===== src/rtl/elpis_print_bridge.sv =====
// Print-word FIFO between the Elpis core and the Caravel Wishbone bus.
// Optional IRQ output and enable bit are built when ELPIS_PRINT_IRQ_EN is defined.
module elpis_print_bridge #(
    parameter int          DEPTH     = 8,
    parameter logic [31:0] BASE_ADDR = 32'h3000_0000
) (
    input  logic        clock,
    input  logic        resetb,
    input  logic        print_valid_i,
    input  logic [31:0] print_data_i,
    output logic        print_ready_o,
    input  logic        wbs_cyc_i,
    input  logic        wbs_stb_i,
    input  logic        wbs_we_i,
    input  logic [3:0]  wbs_sel_i,
    input  logic [31:0] wbs_adr_i,
    input  logic [31:0] wbs_dat_i,
    output logic        wbs_ack_o,
    output logic [31:0] wbs_dat_o,
`ifdef ELPIS_PRINT_IRQ_EN
    output logic        irq_o,
`endif
    output logic        la_print_pending_o
);
    localparam int AW = $clog2(DEPTH);

    typedef enum logic {S_IDLE, S_ACK} state_t;

    state_t        state_q, state_d;
    logic [31:0]   mem_q [DEPTH];
    logic [AW:0]   wptr_q, wptr_d, rptr_q, rptr_d;
    logic [AW:0]   count, count_d;
    logic          full, empty, push, pop, flush, accept, hit;
    logic          underflow_q, underflow_d;
    logic          pending_q;
    logic [31:0]   dat_q, dat_d, rd_data, status_word;
    logic [1:0]    reg_off;
    logic          irq_en_bit;
    logic          unused_bits;

    assign count         = wptr_q - rptr_q;
    assign full          = (count == (AW+1)'(DEPTH));
    assign empty         = (count == '0);
    assign push          = print_valid_i & ~full;
    assign hit           = (wbs_adr_i[31:4] == BASE_ADDR[31:4]);
    assign reg_off       = wbs_adr_i[3:2];
    assign accept        = (state_q == S_IDLE) & wbs_cyc_i & wbs_stb_i & hit;
    assign unused_bits   = ^{wbs_dat_i[31:3], wbs_sel_i[3:1], wbs_adr_i[1:0]};

`ifdef ELPIS_PRINT_IRQ_EN
    logic irq_en_q, irq_en_d, irq_q;
    assign irq_en_bit = irq_en_q;
    assign irq_o      = irq_q;
`else
    assign irq_en_bit = 1'b0;
`endif

    assign status_word = {16'(count), 12'b0, irq_en_bit, underflow_q, full, empty};

    // State register and all reset-sensitive datapath registers
    always_ff @(posedge clock or negedge resetb) begin
        if (!resetb) begin
            state_q     <= S_IDLE;
            wptr_q      <= '0;
            rptr_q      <= '0;
            underflow_q <= 1'b0;
            dat_q       <= '0;
            pending_q   <= 1'b0;
`ifdef ELPIS_PRINT_IRQ_EN
            irq_en_q    <= 1'b0;
            irq_q       <= 1'b0;
`endif
        end else begin
            state_q     <= state_d;
            wptr_q      <= wptr_d;
            rptr_q      <= rptr_d;
            underflow_q <= underflow_d;
            dat_q       <= dat_d;
            pending_q   <= (count_d != '0);
`ifdef ELPIS_PRINT_IRQ_EN
            irq_en_q    <= irq_en_d;
            irq_q       <= (count_d != '0) & irq_en_d;
`endif
        end
    end

    always_ff @(posedge clock) begin
        if (push) begin
            mem_q[wptr_q[AW-1:0]] <= print_data_i;
        end
    end

    always_comb begin
        state_d = state_q;
        case (state_q)
            S_IDLE:  if (accept) state_d = S_ACK;
            S_ACK:   state_d = S_IDLE;
            default: state_d = S_IDLE;
        endcase
    end

    // Bus side effects are taken on the accepting edge; the ACK cycle only presents them
    always_comb begin
        pop         = 1'b0;
        flush       = 1'b0;
        rd_data     = '0;
        underflow_d = underflow_q;
        dat_d       = dat_q;
`ifdef ELPIS_PRINT_IRQ_EN
        irq_en_d    = irq_en_q;
`endif
        if (accept) begin
            if (!wbs_we_i) begin
                case (reg_off)
                    2'd0: begin
                        if (empty) begin
                            underflow_d = 1'b1;
                        end else begin
                            pop     = 1'b1;
                            rd_data = mem_q[rptr_q[AW-1:0]];
                        end
                    end
                    2'd1:    rd_data = status_word;
                    default: rd_data = '0;
                endcase
                dat_d = rd_data;
            end else if (reg_off == 2'd2 && wbs_sel_i[0]) begin
                flush = wbs_dat_i[0];
                if (wbs_dat_i[1]) underflow_d = 1'b0;
`ifdef ELPIS_PRINT_IRQ_EN
                irq_en_d = wbs_dat_i[2];
`endif
            end
        end
        // Flush discards what is already stored; a word pushed on the same edge survives
        rptr_d  = flush ? wptr_q : rptr_q + (AW+1)'(pop);
        wptr_d  = wptr_q + (AW+1)'(push);
        count_d = wptr_d - rptr_d;
    end

    always_comb begin
        wbs_ack_o          = (state_q == S_ACK);
        wbs_dat_o          = dat_q;
        print_ready_o      = ~full;
        la_print_pending_o = pending_q;
    end

endmodule

===== config.mk =====
export PLATFORM = sky130hd
export DESIGN_NAME = elpis_print_bridge
export DESIGN_NICKNAME = d
export VERILOG_FILES = /design/src/rtl/elpis_print_bridge.sv
export SDC_FILE = /design/constraint.sdc
export NUM_CORES = 1
export LEC_CHECK = 0
export CORE_ASPECT_RATIO = 0.6
export CORE_MARGIN = 4
export CORE_UTILIZATION = 40
export DETAILED_ROUTE_END_ITERATION = 7
export GPL_TIMING_DRIVEN = 0
export HOLD_SLACK_MARGIN = 0.02
export PLACE_DENSITY_LB_ADDON = 0.1
export SETUP_SLACK_MARGIN = 0.5
export SLEW_MARGIN = 20
export SYNTH_ARGS = -nofsm -noshare
export SYNTH_HDL_FRONTEND = slang
export SYNTH_SLANG_ARGS = --single-unit

===== constraint.sdc =====
create_clock -name clock -period 4.7 [get_ports clock]
set_clock_uncertainty 0.05 [all_clocks]
set_input_delay 0.47 -clock clock [delete_from_list [all_inputs] [get_ports clock]]
set_output_delay 0.47 -clock clock [all_outputs]
set_load 0.01 [all_outputs]

After elaboration in Yosys (flattened, before gate mapping):

Memories as Yosys holds them, arrays and structs flattened.
Cells that the tools add are included.

* register bits: 43
* memory bits (writable): 256
* input port bits: 106
* output and inout bits: 35
* word-level logic and storage cells: 51
* memories: 1

* add/sub/neg operators: 4
* eq/ne operators: 6
* muxes and demuxes: 19
* bitwise operators: 7
* reductions and logical operators: 8

Memories
* mem_q: depth 8, bits a word 32, read ports 1, clocked after Yosys merged registers in 0, write ports 1, line 30 `logic [31:0] mem_q [DEPTH];`

Operators with widths (number)
* $pmux 32 s2: 1
* $mux 32: 1
* $eq 28x26->1 const B: 1
* $mux 1: 15
* $add 4x1->4: 2
* $sub 4x4->4: 2
* $reduce_and 5->1: 1
* $and 1x1->1: 4
* $eq 4x4->1 const B: 1
* $logic_not 4->1: 1
* $mux 4: 1
* $ne 2x1->1 const B: 2
* $reduce_bool 2->1: 2
* $reduce_bool 4->1: 1
* $not 1->1: 3
* $eq 2x1->1 const B: 1
* $eq 2x2->1 const B: 1
* $logic_not 2->1: 1
* $pmux 1 s2: 1
* $reduce_and 2->1: 1
* $logic_and 1x1->1: 1

Logic depth before layout (Yosys ltp):

Gate-level depths: netlist of run 1.

* depth in word-level cells: 10
* gate-level depth with buffers: 20

Worst setup path before layout of run 1:

OpenSTA, ideal clock, no wires.

* kind: reg2reg
* start point: register rptr_q[1]
* end point: memory mem_q[1][0], enable pin
* library setup time: 0.461 ns
* arrival: 4.440 ns
* required time: 4.189 ns
* setup slack: -0.250 ns
* stages on the path, launching flop included: 10
* path buffers: 2
* period minus slack after synthesis: 4.950 ns
* cells stage by stage: dfrtp_1 -> buf_2 -> buf_1 -> inv_1 -> ha_1 -> nor2b_1 -> o21a_1 -> nor3_1 -> o311ai_0 -> nor3_1

* word-level cells in the longest chain between the ends: 6

Ends and longest elaborated chain
* start: declaration: line 31 `logic [AW:0] wptr_q, wptr_d, rptr_q, rptr_d;`
* start signal: assignment: line 76 `rptr_q <= rptr_d;`
* $sub 4x4->4: line 41 `assign count = wptr_q - rptr_q;`
* $eq 4x4->1: line 42 `assign full = (count == (AW+1)'(DEPTH));`
* $not 1->1: line 44 `assign push = print_valid_i & ~full;`
* $and 1x1->1: line 44
* $mux 1: line 88 `if (push) begin`
* $mux 1 (not written as such): line 89 `mem_q[wptr_q[AW-1:0]] <= print_data_i;`
* end: declaration: line 30

Every way passes these cells.

Worst setup path in the final report of run 1:

* start point: register rptr_q[1]
* end point: register pending_q, in the netlist la_print_pending_o

* word-level cells in the longest chain between the ends: 10
* elaborated cells between the ends (all ways): 14
* those cells by class: 4 x add/sub; 1 x eq/ne; 5 x mux; 2 x bitwise; 2 x reduce/logical

Ends and longest elaborated chain
* $sub 4x4->4: line 41
* $logic_not 4->1: line 43 `assign empty = (count == '0);`
* $mux 1: line 116 `if (empty) begin`
* $mux 1: line 114 `case (reg_off)`
* $mux 1: line 113 `if (!wbs_we_i) begin`
* $mux 1: line 112 `if (accept) begin`
* $add 4x1->4: line 136 `rptr_d = flush ? wptr_q : rptr_q + (AW+1)'(pop);`
* $mux 4: line 136
* $sub 4x4->4 *: line 138 `count_d = wptr_d - rptr_d;`
* $reduce_bool 4->1 *: line 79 `pending_q <= (count_d != '0);`
* end signal: assignment: line 79
* end: declaration: line 35 `logic pending_q;`

Mark *: on every way between the ends. The rest lies on a longest branch, timed or not.
A chain may end at the register's enable or synchronous reset.

==> results of run 1 <==
==> logic make-up after synthesis <==
kind of cell               Yosys count
AOI/OAI and AO/OA                   47
xor gates and xnor gates             7
adders and majority gates           11
buffers and inverters               38
DFF                                299
muxes                               94
and+or+nand+nor                    110
==> cell usage in the layout, fill, tap and decap left out, types with 5 or more instances in the layout <==
cell type        Yosys  final
buf_16               0     12
o31ai_1             25     25
nor2_1              15      9
nor2_4               0      6
nor4_1               6      6
dfrtp_1             43     41
mux4_2              64     64
mux2i_1             29     28
inv_1                7      6
ha_1                10      6
buf_2               10      9
edfxtp_1           256    256
clkbuf_1            13     17
clkinv_1             1      6
nand3_1              7      7
buf_8                0      6
clkinv_2             0      6
clkbuf_16            0     30
clkdlybuf4s50_1      0    104
a21oi_1              5      5
nand4_1              9      9
nand2_1             49     49
buf_4                2     22
==> synth_stat cells (4+ instances only) <==
| master | count |
|---|---|
| nand4_1 | 9 |
| buf_1 | 4 |
| clkbuf_1 | 13 |
| nor2_1 | 15 |
| nor4_1 | 6 |
| dfrtp_1 | 43 |
| o31ai_1 | 25 |
| nand3_1 | 7 |
| ha_1 | 10 |
| mux4_2 | 64 |
| nor3_1 | 5 |
| a21oi_1 | 5 |
| edfxtp_1 | 256 |
| nand2_1 | 49 |
| nand2b_1 | 4 |
| inv_1 | 7 |
| buf_2 | 10 |
| mux2i_1 | 29 |
| a31oi_1 | 4 |
| xnor2_1 | 4 |
==> registers in the layout (all words and copies together), names as in the netlist <==
register	cells
mem_q	256
wbs_dat_o	32
rptr_q	4
wptr_q	4
la_print_pending_o	1
underflow_q	1
wbs_ack_o	1
==> how the worst max path moves through the flow <==
stage	startpoint	slack, ns	end
3_3_place_gp	rptr_q[1]	-1.20	mem_q[5][20]
6_report	rptr_q[1]	0.47	la_print_pending_o
4_1_cts	wptr_q[0]	0.50	la_print_pending_o
5_1_grt	rptr_q[1]	0.33	la_print_pending_o
3_5_place_dp	rptr_q[1]	-0.23	la_print_pending_o
2_1_floorplan	rptr_q[1]	0.50	la_print_pending_o
==> cell type report <==
cell class	instances	area, um2
tap	375	469
inverter	8	35.0
clock inverter	18	190
buffer	30	204
multi-input combinational	269	3000
sequential	299	8770
fill	2291	13800
timing repair buffer	143	1610
clock buffer	34	744
==> where the power goes <==
part	internal, uW	switching [uW]
Clock	1350	958
Combinational	481	623
Sequential	3260	90.4
Total	5090	1670
==> per-stage QoR <==
stage	cell area, um2	cells
after floorplan	11800	606
after global placement	13300	1086
after detailed placement	13800	1103
after CTS	15000	1173
after global routing	15000	1176
final	15000	1176
==> per-layer routing <==
metal	vias up	part of all wire, %	GRT usage [%]
li1	2808	-	-
met1	3328	47	26.1
met2	175	46	26.6
met3	38	5.5	3.27
met4	2	1.5	3.10
met5	-	0.036	0
==> critical path, stage by stage, from the launching register on <==
cell	delay, ns
dfrtp_2	0.43
buf_12	0.13
buf_12	0.11
inv_1	0.09
fa_2	0.48
or3b_4	0.39
or4_4	0.44
buf_8	0.15
nand3_4	0.07
buf_8	0.11
nor2_1	0.05
ha_2	0.23
ha_4	0.16
xor2_1	0.14
mux2i_1	0.25
ha_1	0.31
xnor2_1	0.15
nand3_1	0.10
and3b_1	0.21
mux2i_1	0.06
==> what timing repair did <==
item | CTS | global route
pin swaps | 11 | 4
endpoints found under the hold margin | 43 | 0
hold buffers | 1 | 0
setup endpoints to repair | 1 | 2
resized for setup | 26 | 1
buffers inserted | 17 | 3
==> flow_summary.json, run 1 <==
{
  "path_clk_slew_ns": 0.07,
  "cts_root_buffer": "clkbuf_16",
  "synth_warnings": 0,
  "num_vias": 6351,
  "fmax_mhz": 236,
  "synth_top_area_cell": "edfxtp_1",
  "detail_route.vias_per_cell": 5.40,
  "setup.worst_path.class": "reg -> reg",
  "fin_crit_sh_pct": 90.0,
  "synth_xor_area_share_pct": 0.521,
  "clock_path_buffers": 3,
  "io_pins": 141,
  "arrival_ns": 4.61,
  "drt-total-wl_mm": 27.7,
  "synth_area_um2": 11800,
  "rsz0062_at_grt": "yes",
  "p_total_uw": 6760,
  "worst_pin_slew_ns": 0.984,
  "synth-simple-area-share_pct": 4.54,
  "status": "finished clean",
  "synthesis.instances": 606,
  "synth-seq-area-share_pct": 74.5,
  "hold_ws_ns": 0.430,
  "synthMuxAreaShare_pct": 14.8,
  "grt_pass1_wl_mm": 41.9,
  "hold_path_depth": 2,
  "syn2layout_area_growth_pct": 27.7,
  "cp-start-kind": "flop",
  "setup_tns_ns": 0,
  "cts.sinks": 299,
  "ys_types": 44,
  "utilization_pct": 52.1,
  "grt_antenna_before_repair": 1,
  "core-area_um2": 28800,
  "min-delay-start": "wbs_dat_o[11]",
  "r2r-end": "la_print_pending_o",
  "synth_compound_area_share_pct": 2.94,
  "die_x_um": 229,
  "slew_violations": 0,
  "drive_gt1_share_pct": 23.2,
  "synth_top_area_share_pct": 65.4,
  "p_leak_uw": 0.00516,
  "start_util_pct": 40.8,
  "htreeDepth": 1,
  "gp_congestion": 0.737,
  "dp_slack_ns": -0.229,
  "r2r_slack_ns": 0.47,
  "irDropWorstVdd_mv": 0.247,
  "slew_headroom_pct": 34.4,
  "cts_buffers": 28,
  "reg2reg_depth": 19,
  "maxCapViolCount": 0,
  "cp_max_fo": 3,
  "synth-edff-count": 256,
  "post-route-drc-count": 0,
  "synth_seq_cells": 299,
  "drtIter0Drc": 517,
  "async_flop_share_pct": 14.4,
  "synthAdderAreaFrac_pct": 1.23,
  "firstDrtPassIters": 5,
  "dpl.hpwl_mm": 18.5,
  "worstSetupEndpointType": "flop",
  "finalSetupViolations": 0,
  "track_usage_pct": 17.3,
  "finalHoldViolations": 0,
  "fin_ws_ns": 0.471,
  "rows": 48,
  "drt-wirelength-per-cell_um": 23.6,
  "portBuffers": 105,
  "antenna_cells": 0,
  "synth_area_leaders": "edfxtp_1 (65%), mux4_2 (12%), dfrtp_1 (9.1%)",
  "cts_tree": "built",
  "r2r-start": "rptr_q[1]",
  "avgSynthCellArea_um2": 19.4,
  "synth_ff_type": "edfxtp_1",
  "min_to": "wbs_dat_o[11]",
  "clock_latency_ns": 0.54,
  "fin_crit_ns": 4.23,
  "die_y_um": 141,
  "num-nets-final": 896,
  "ant_nets": 0,
  "die_area_um2": 32300,
  "synth_top_family_by_area": "multiplexers",
  "crit_required_ns": 5.08,
  "overflow": 0,
  "min_path_type": "reg -> reg",
  "grt_pass1_vias": 6574,
  "grt_max_degree": 44,
  "syn_nets": 723,
  "powerDensity_nw_per_um2": 450
}
(Power assumes the default switching activity.)
==> run 2, diff against run 1 <==
--- a/constraint.sdc
+++ b/constraint.sdc
@@ -3,3 +3,3 @@
 set_input_delay 0.47 -clock clock [delete_from_list [all_inputs] [get_ports clock]]
 set_output_delay 0.47 -clock clock [all_outputs]
-set_load 0.01 [all_outputs]
+set_load 0.1 [all_outputs]
==> run 2 against run 1 <==
Wire length decreased by 0.38%; non-clock buffer count shrank 6; design area fell by 0.36%; sequential share of layout area rose by 0.22 points; sequential power about the same; worst setup slack better by 0.010 ns; global-route usage about the same; largest power group unchanged.
==> flow_summary.json, run 2 (synthesis results as in run 1) <==
{
  "busiest_layer": "met2",
  "powerDensity_nw_per_um2": 459,
  "cts.sinks": 299,
  "min_path_type": "in -> async",
  "clock_path_buffers": 3,
  "irDropWorstVdd_mv": 0.318,
  "grt_max_degree": 28,
  "crit_required_ns": 5.08,
  "p_leak_uw": 0.00511,
  "drtIter0Drc": 506,
  "largest_reg_flops": 256,
  "path_clk_slew_ns": 0.06,
  "worstSetupEndpointType": "flop",
  "fmax_mhz": 237,
  "slew_headroom_pct": 31.2,
  "dpl.hpwl_mm": 18.4,
  "use_met2_pct": 26.8,
  "fillers": 2319,
  "portBuffers": 105,
  "rsz0062_at_grt": "yes",
  "p_total_uw": 6870,
  "die_x_um": 229,
  "post-route-drc-count": 0,
  "grt_antenna_before_repair": 1,
  "cp-start-kind": "flop",
  "track_usage_pct": 17.3,
  "finalHoldViolations": 0,
  "grt_pass1_vias": 6644,
  "r2r-end": "la_print_pending_o",
  "r2r_slack_ns": 0.48,
  "firstDrtPassIters": 4,
  "slew_violations": 0,
  "num_vias": 6325,
  "io_pins": 141,
  "num-nets-final": 890,
  "cts_tree": "built",
  "final_common_cell": "edfxtp_1",
  "maxCapViolCount": 0,
  "cts_buffers": 28,
  "grt_pass1_wl_mm": 41.9,
  "drt-wirelength-per-cell_um": 23.6,
  "r2r-start": "wptr_q[0]",
  "gp_congestion": 0.746,
  "syn2layout_area_growth_pct": 27.3,
  "fin_crit_sh_pct": 89.8,
  "endpoint": "la_print_pending_o",
  "worstSetupStartpoint": "wptr_q[0]",
  "hold_ws_ns": 0.364,
  "drt-total-wl_mm": 27.6,
  "core-area_um2": 28800,
  "overflow": 0,
  "status": "finished clean",
  "antenna_cells": 0,
  "cts_root_buffer": "clkbuf_16",
  "detail_route.vias_per_cell": 5.41,
  "cp_max_fo": 2,
  "die_area_um2": 32300,
  "finalSetupViolations": 0,
  "reg2reg_depth": 20,
  "htreeDepth": 1,
  "drive_gt1_share_pct": 23.6,
  "ant_nets": 0,
  "clock_latency_ns": 0.55,
  "fin_crit_ns": 4.22,
  "layout_common_cells": "edfxtp_1 (256), clkdlybuf4s50_1 (104), mux4_2 (64)",
  "setup.worst_path.class": "reg -> reg",
  "worst_pin_slew_ns": 1.03,
  "start_util_pct": 40.8,
  "use_met1_pct": 25.7,
  "rows": 48,
  "die_y_um": 141,
  "gr-usage-met3_pct": 3.37,
  "arrival_ns": 4.60
}
==> run 2: cell types whose count changed in the layout (fill, tap and decap cells not counted), sizes merged <==
cell      delta
clkbuf       +1
buf          -6
bufinv       +1
clkinvlp     +2
clkinv       -4
==> run 2: final cells by class <==
| type | instances | area [um2] | share of cell area (%) |
|---|---|---|---|
| Clock inverter | 17 | 214 | 1.43 |
| Multi-Input combinational cell | 269 | 3040 | 20.3 |
| Inverter | 8 | 37.5 | 0.251 |
| Sequential cell | 299 | 8770 | 58.6 |
| Timing Repair Buffer | 137 | 1490 | 9.95 |
| Tap cell | 375 | 469 | 3.13 |
| Clock buffer | 35 | 748 | 5.00 |
| Buffer | 30 | 204 | 1.36 |
==> run 2: power by group <==
part	switching, uW	internal, uW
Combinational	677	471
Clock	973	1400
Sequential	90.8	3260
==> run 2: worst min-delay path by stage <==
stage	startpoint	endpoint	slack, ns	cells after the start
detailed placement	resetb	wbs_dat_o[31]	0.41	1
global placement	wbs_dat_o[10]	wbs_dat_o[10]	0.41	2
finish	resetb	wbs_dat_o[31]	0.36	2
CTS	resetb	wbs_dat_o[31]	0.35	2
global route	resetb	wbs_dat_o[31]	0.40	2
floorplan	resetb	la_print_pending_o	0.12	0
==> run 2: critical path: stages (launching register included) <==
cell     delay [ns]
dfrtp_1        0.40
inv_2          0.09
ha_4           0.13
inv_2          0.04
fa_2           0.37
xor2_2         0.16
or3b_4         0.39
or4_4          0.53
buf_8          0.14
nand3_4        0.07
buf_8          0.12
nor2_4         0.04
ha_4           0.19
ha_4           0.15
xor2_1         0.13
mux2i_1        0.22
ha_1           0.30
xnor2_1        0.17
nand3_1        0.11
and3b_1        0.21
mux2i_1        0.07
==> run 2: stage by stage <==
step | setup slack (ns) | TNS, ns | instances | util (%) | cell area, um2
after detailed placement | -0.142 | -0.142 | 1102 | 47.7 | 13800
after global routing | 0.312 | 0 | 1170 | 51.9 | 15000
final | 0.482 | 0 | 1170 | 51.9 | 15000
after floorplan | 0.532 | 0 | 606 | - | 11800
after CTS | 0.504 | 0 | 1167 | 51.7 | 14900
after global placement | -1.17 | -256.28 | 1086 | 46.4 | 13400
==> run 2: timing repair <==
action | 4_1_cts | 5_1_grt
pin swaps | 10 | 13
setup endpoints to repair | 2 | 1
setup buffers | 12 | 3
resized for setup | 20 | 7
endpoints found under the hold margin | 16 | 0
hold buffers | 1 | 0
==> run 2: metal layers <==
layer  routed length (um)  vias to the layer above
li1                     -                     2805
met1                13200                     3351
met2                12700                      129
met3                 1250                       38
met4                  500                        2
met5                   13                        -
